[config.mk]
export PLATFORM = sky130hd
export DESIGN_NAME = fifo_dpram
export DESIGN_NICKNAME = d
export VERILOG_FILES = /design/src/rtl/fifo_dpram_pkg.sv /design/src/rtl/fifo_dpram_dpram.sv /design/src/rtl/fifo_dpram.sv
export SDC_FILE = /design/constraint.sdc
export NUM_CORES = 1
export LEC_CHECK = 0
export CAP_MARGIN = 20
export CORE_MARGIN = 3
export CORE_UTILIZATION = 40
export CTS_CLUSTER_DIAMETER = 30
export DETAILED_ROUTE_END_ITERATION = 16
export GPL_TIMING_DRIVEN = 0
export HOLD_SLACK_MARGIN = 0.06
export MAX_ROUTING_LAYER = met4
export PLACE_DENSITY = 0.6
export SLEW_MARGIN = 10
export SYNTH_ARGS = -nofsm -noshare
export SYNTH_HDL_FRONTEND = slang
export SYNTH_SLANG_ARGS = --single-unit
[constraint.sdc]
create_clock -name clk -period 6.5 [get_ports clk]
set_input_delay 1.3 -clock clk [delete_from_list [all_inputs] [get_ports clk]]
set_output_delay 1.3 -clock clk [all_outputs]
set_load 0.01 [all_outputs]
[src/rtl/fifo_dpram_pkg.sv]
// Shared transaction-layer constants and flag helper for the FIFO
// and its bench.
package fifo_dpram_pkg;

    localparam int FIFO_DATA_WIDTH = 8;
    localparam int FIFO_ADDR_WIDTH = 6;
    localparam int FIFO_AF_TH      = 60;
    localparam int FIFO_AE_TH      = 4;

    typedef struct packed {
        logic full;
        logic empty;
        logic afull;
        logic aempty;
    } fifo_flags_t;

    function automatic fifo_flags_t calc_flags(
        input int cnt,
        input int depth,
        input int af_th,
        input int ae_th
    );
        fifo_flags_t f;
        f.full   = (cnt == depth);
        f.empty  = (cnt == 0);
        f.afull  = (cnt >= af_th);
        f.aempty = (cnt <= ae_th);
        return f;
    endfunction

endpackage

[src/rtl/fifo_dpram_dpram.sv]
// Parametrised true dual-port RAM, single clock, registered q per port.
// Same-port read-during-write returns the old word.
module dpram_param #(
    parameter int DATA_WIDTH = 8,
    parameter int ADDR_WIDTH = 6
) (
    input  logic                  clk,
    input  logic                  rst,
    input  logic                  en_a,
    input  logic                  we_a,
    input  logic [ADDR_WIDTH-1:0] addr_a,
    input  logic [DATA_WIDTH-1:0] d_a,
    output logic [DATA_WIDTH-1:0] q_a,
    input  logic                  en_b,
    input  logic                  we_b,
    input  logic [ADDR_WIDTH-1:0] addr_b,
    input  logic [DATA_WIDTH-1:0] d_b,
    output logic [DATA_WIDTH-1:0] q_b
);

    localparam int DEPTH = 1 << ADDR_WIDTH;

    logic [DATA_WIDTH-1:0] r_mem [DEPTH];

    always_ff @(posedge clk) begin
        if (en_a && we_a) r_mem[addr_a] <= d_a;
        if (en_b && we_b) r_mem[addr_b] <= d_b;
    end

    // Only the output registers clear; array contents survive reset.
    always_ff @(posedge clk) begin
        if (rst) begin
            q_a <= '0;
            q_b <= '0;
        end else begin
            if (en_a) q_a <= r_mem[addr_a];
            if (en_b) q_b <= r_mem[addr_b];
        end
    end

endmodule

[src/rtl/fifo_dpram.sv]
// Synchronous FIFO over dpram_param: port A writes, port B reads.
// Occupancy counter drives registered full/empty/threshold flags.
module fifo_dpram
    import fifo_dpram_pkg::*;
#(
    parameter int DATA_WIDTH = FIFO_DATA_WIDTH,
    parameter int ADDR_WIDTH = FIFO_ADDR_WIDTH,
    parameter int AF_TH      = FIFO_AF_TH,
    parameter int AE_TH      = FIFO_AE_TH
) (
    input  logic                  clk,
    input  logic                  reset,
    input  logic                  push,
    input  logic [DATA_WIDTH-1:0] data_in,
    input  logic                  pop,
    output logic [DATA_WIDTH-1:0] data_out,
    output logic                  valid_out,
    output logic [ADDR_WIDTH:0]   count,
    output logic                  full,
    output logic                  empty,
    output logic                  almost_full,
    output logic                  almost_empty,
    output logic                  err_overflow,
    output logic                  err_underflow
);

    localparam int DEPTH = 1 << ADDR_WIDTH;
    localparam logic [ADDR_WIDTH:0] L_ONE = {{ADDR_WIDTH{1'b0}}, 1'b1};

    logic [ADDR_WIDTH-1:0] r_wr_ptr;
    logic [ADDR_WIDTH-1:0] r_rd_ptr;
    logic                  w_pop_ok;
    logic                  w_push_ok;
    logic [ADDR_WIDTH:0]   w_cnt_nxt;
    fifo_flags_t           w_flags;
    logic [DATA_WIDTH-1:0] w_unused_q_a;

    assign w_pop_ok  = pop & ~empty;
    // A pop in the same cycle frees the slot, so full does not block.
    assign w_push_ok = push & (~full | w_pop_ok);

    always_comb begin
        w_cnt_nxt = count;
        if (w_push_ok && !w_pop_ok)
            w_cnt_nxt = count + L_ONE;
        else if (!w_push_ok && w_pop_ok)
            w_cnt_nxt = count - L_ONE;
    end

    assign w_flags = calc_flags(int'(w_cnt_nxt), DEPTH, AF_TH, AE_TH);

    always_ff @(posedge clk) begin
        if (reset) begin
            r_wr_ptr      <= '0;
            r_rd_ptr      <= '0;
            count         <= '0;
            full          <= 1'b0;
            empty         <= 1'b1;
            almost_full   <= 1'b0;
            almost_empty  <= 1'b1;
            valid_out     <= 1'b0;
            err_overflow  <= 1'b0;
            err_underflow <= 1'b0;
        end else begin
            if (w_push_ok) r_wr_ptr <= r_wr_ptr + 1'b1;
            if (w_pop_ok)  r_rd_ptr <= r_rd_ptr + 1'b1;
            count         <= w_cnt_nxt;
            full          <= w_flags.full;
            empty         <= w_flags.empty;
            almost_full   <= w_flags.afull;
            almost_empty  <= w_flags.aempty;
            valid_out     <= w_pop_ok;
            err_overflow  <= push & ~w_push_ok;
            err_underflow <= pop & empty;
        end
    end

    dpram_param #(
        .DATA_WIDTH (DATA_WIDTH),
        .ADDR_WIDTH (ADDR_WIDTH)
    ) u_ram (
        .clk    (clk),
        .rst    (reset),
        .en_a   (w_push_ok),
        .we_a   (w_push_ok & ~reset),
        .addr_a (r_wr_ptr),
        .d_a    (data_in),
        .q_a    (w_unused_q_a),
        .en_b   (w_pop_ok),
        .we_b   (1'b0),
        .addr_b (r_rd_ptr),
        .d_b    ('0),
        .q_b    (data_out)
    );

endmodule

==> impl_metrics.env <==
export IMPL_powerDensity_nw_per_um2=378.8
export IMPL_crit_chain="clkdlybuf4s50_1, nand2b_1, clkbuf_1, a21boi_1, and3_1, nand3_1, nor2_1"
export IMPL_ys_ff_latch=546
export IMPL_synth_cell_types=58
export IMPL_cts_root_buf="clkbuf_16"
export IMPL_slew_headroom=0.3093
export IMPL_antenna_found_initial=0
export IMPL_skew_ps=32.73
export IMPL_drt_iter0_markers=1288
export IMPL_die_area_sq_um=56450
export IMPL_clk_pin_slew_worst_paths_ps=50
export IMPL_period_minus_slack_ps=4675
export IMPL_ys_flop_type="edfxtp_1"
export IMPL_ir_drop_v=0.0001917
export IMPL_total_power_uw=9898
export IMPL_num_vias=11480
export IMPL_final_area_sq_um=26130
export IMPL_fin_setup_tns_ps=0
export IMPL_p_sw_frac=0.2300
export IMPL_synth_warnings=0
export IMPL_antenna_left=0
export IMPL_grt_max_degree=65
export IMPL_grt_pass1_wl_microns=80450
export IMPL_pwr_share_seq=0.396
export IMPL_cp_required_ps=6730
export IMPL_clock_latency_ps=630
export IMPL_critPathSlowestCell="nor2_1"
export IMPL_combPwrFrac=0.081
export IMPL_fp_dieH_microns=237.6
export IMPL_p_sw_uw=2277
export IMPL_slew_violations=0
export IMPL_die_w_microns=237.6
export IMPL_layout_commonest_cell="edfxtp_1"
export IMPL_arrival_ps=4910
export IMPL_synthesis_nets=1169
export IMPL_path_class="input port to register"
export IMPL_async_flop_share=0
export IMPL_initial_core_util=0.4066
export IMPL_rr_worst_depth=6
export IMPL_synth_edf_count=512
export IMPL_post_dp_hpwl_microns=35990
export IMPL_max_stage_delay_ps=1040
export IMPL_synthToLayoutAreaGrowth_pct=21.81
export IMPL_holdPathStages=2
export IMPL_routed_via_density=5.577
export IMPL_drt_first_pass_iters=5
export IMPL_worst_pin_slew_ps=1036
export IMPL_worstHoldPathType="register to register"
export IMPL_drive_gt1_frac=0.2188
export IMPL_port_buffers=33
export IMPL_syn_inst=1153
export IMPL_track_usage=0.2039
export IMPL_antenna_cells=0
export IMPL_cts_resized_gates=0
export IMPL_core_area_sq_um=52760
export IMPL_layout_common_cells="edfxtp_1, mux2i_1, nor2_1, clkbuf_16, mux4_2"
export IMPL_wl_per_cell_microns=26.74
export IMPL_worstPathMaxFanout=8
export IMPL_postCtsHoldBufs=0
export IMPL_end_kind="register"
export IMPL_cts_tree="built"
export IMPL_gp_congestion=0.9012
export IMPL_p_leak_uw=0.008262
export IMPL_seq_area_frac_synth=0.7484
export IMPL_drcViolationCount=0
export IMPL_pwr_share_clk=0.524
export IMPL_pin_count=34
export IMPL_p_int_uw=7622
export IMPL_syn_area_per_cell_sq_um=18.61
export IMPL_clk_path_buf_depth=3
export IMPL_cts_inserted_buffers=95
export IMPL_synth_area_sq_um=21450
export IMPL_cts_setup_buffers=0
export IMPL_grt_pass1_vias=11740
export IMPL_rsz0062_at_grt="false"
export IMPL_maxCapViolCount=0
export IMPL_crit_path_start_kind="input port"
export IMPL_wl_microns=55060
export IMPL_fin_nets=1307
export IMPL_ctsHtreeMaxLevel=3
export IMPL_max_clock_freq_mhz=213.9
export IMPL_whs_ps=524.9
export IMPL_finalSetupViolCount=0
export IMPL_hold_violations=0
export IMPL_finalCritPeriodShare=0.7192
export IMPL_num_rows=84
export IMPL_clock_sinks=546
export IMPL_fill_cells=4323
export IMPL_dpl_cell_area_sq_um=22750
export IMPL_status="completed"
export IMPL_grt_overflow=0
-- per-stage QoR --
step | setup slack [ps] | std cells | util
after floorplan | 3291 | 1153 | -
after global placement | 1242 | 1874 | 0.4292
after detailed placement | 1242 | 1881 | 0.4313
after CTS | 1899 | 2058 | 0.4952
after global routing | 1651 | 2059 | 0.4953
final | 1825 | 2059 | 0.4953
-- critical path: cells and delay by family --
kind            cells  cell delay [ps]
compound gates      1              660
simple gates        4             2130
buf+inv             2              800
-- power by group through the flow --
stage	combinational [uW]	sequential [uW]	clock [uW]
4_1_cts	802	3910	5250
2_1_floorplan	477	3980	0
3_3_place_gp	784	3990	0
6_report	799	3920	5180
5_1_grt	847	3920	5430
3_5_place_dp	799	3980	0
-- final timing paths --
kind / endpoint / startpoint / slack [ps]
worst min-delay path: u_ram.q_b[3]$_SDFFE_PP0P_ / u_ram.q_b[3]$_SDFFE_PP0P_ / 520
worst max register to register: u_ram.r_mem[39][0]$_DFFE_PP_ / empty$_SDFF_PP1_ / 2600
worst min register to register: u_ram.q_b[3]$_SDFFE_PP0P_ / u_ram.q_b[3]$_SDFFE_PP0P_ / 520
worst max-delay path: u_ram.r_mem[39][0]$_DFFE_PP_ / pop / 1830
-- cell families (layout without fill, tap and decap cells) --
family	count (synthesis)	in the layout	share of synthesized area
DFF	546	546	0.7484
and+or+nand+nor	196	196	0.04316
muxes	192	192	0.1387
AOI/OAI and AO/OA	130	130	0.04432
buffers and inverters	72	290	0.01773
xor gates and xnor gates	13	13	0.005307
adders and majority gates	4	4	0.002333
-- final cells by class --
class,count,area (sq um),share of cell area
multi-input cells,535,5017,0.1920
clock buffers,101,2400,0.09183
well taps,688,860.8,0.03294
clock inverters,76,973.4,0.03725
flip-flops and latches,546,16060,0.6144
inverters,8,30.03,0.001149
plain buffers,64,350.3,0.01341
repair buffers,41,445.4,0.01704
-- metal layers --
| metal | part of all wire | vias to the layer above | track usage |
|---|---|---|---|
| met5 | 0 | - | - |
| met4 | 0.040 | 0 | 0.09403 |
| met3 | 0.069 | 109 | 0.03817 |
| met2 | 0.46 | 456 | 0.3016 |
| met1 | 0.43 | 5911 | 0.2763 |
| li1 | - | 5007 | - |
-- registers in the layout (all words and copies together), names as in the netlist --
register and cells:
u_ram.r_mem 512, full 1, r_rd_ptr 6, almost_empty 1, count 7, err_underflow 1, err_overflow 1, r_wr_ptr 6
almost_full 1, valid_out 1, u_ram.q_b 8, empty 1
-- synth_stat cells, drive strengths merged (8+ instances only) --
master,number,area [sq um]
inv,8,30.03
nor3,8,40.04
dfxtp,34,680.7
o221ai,24,210.2
nor2,95,356.6
o22ai,17,106.4
mux2,8,90.09
xor2,8,70.07
clkbuf,29,108.9
buf,35,241.5
mux2i,102,1021
mux4,82,1866
a21oi,17,85.08
o21ai,20,100.1
and2,10,62.56
nand2,32,120.1
a31o,9,78.82
edfxtp,512,15370
Power figures use the tool's default switching activity.
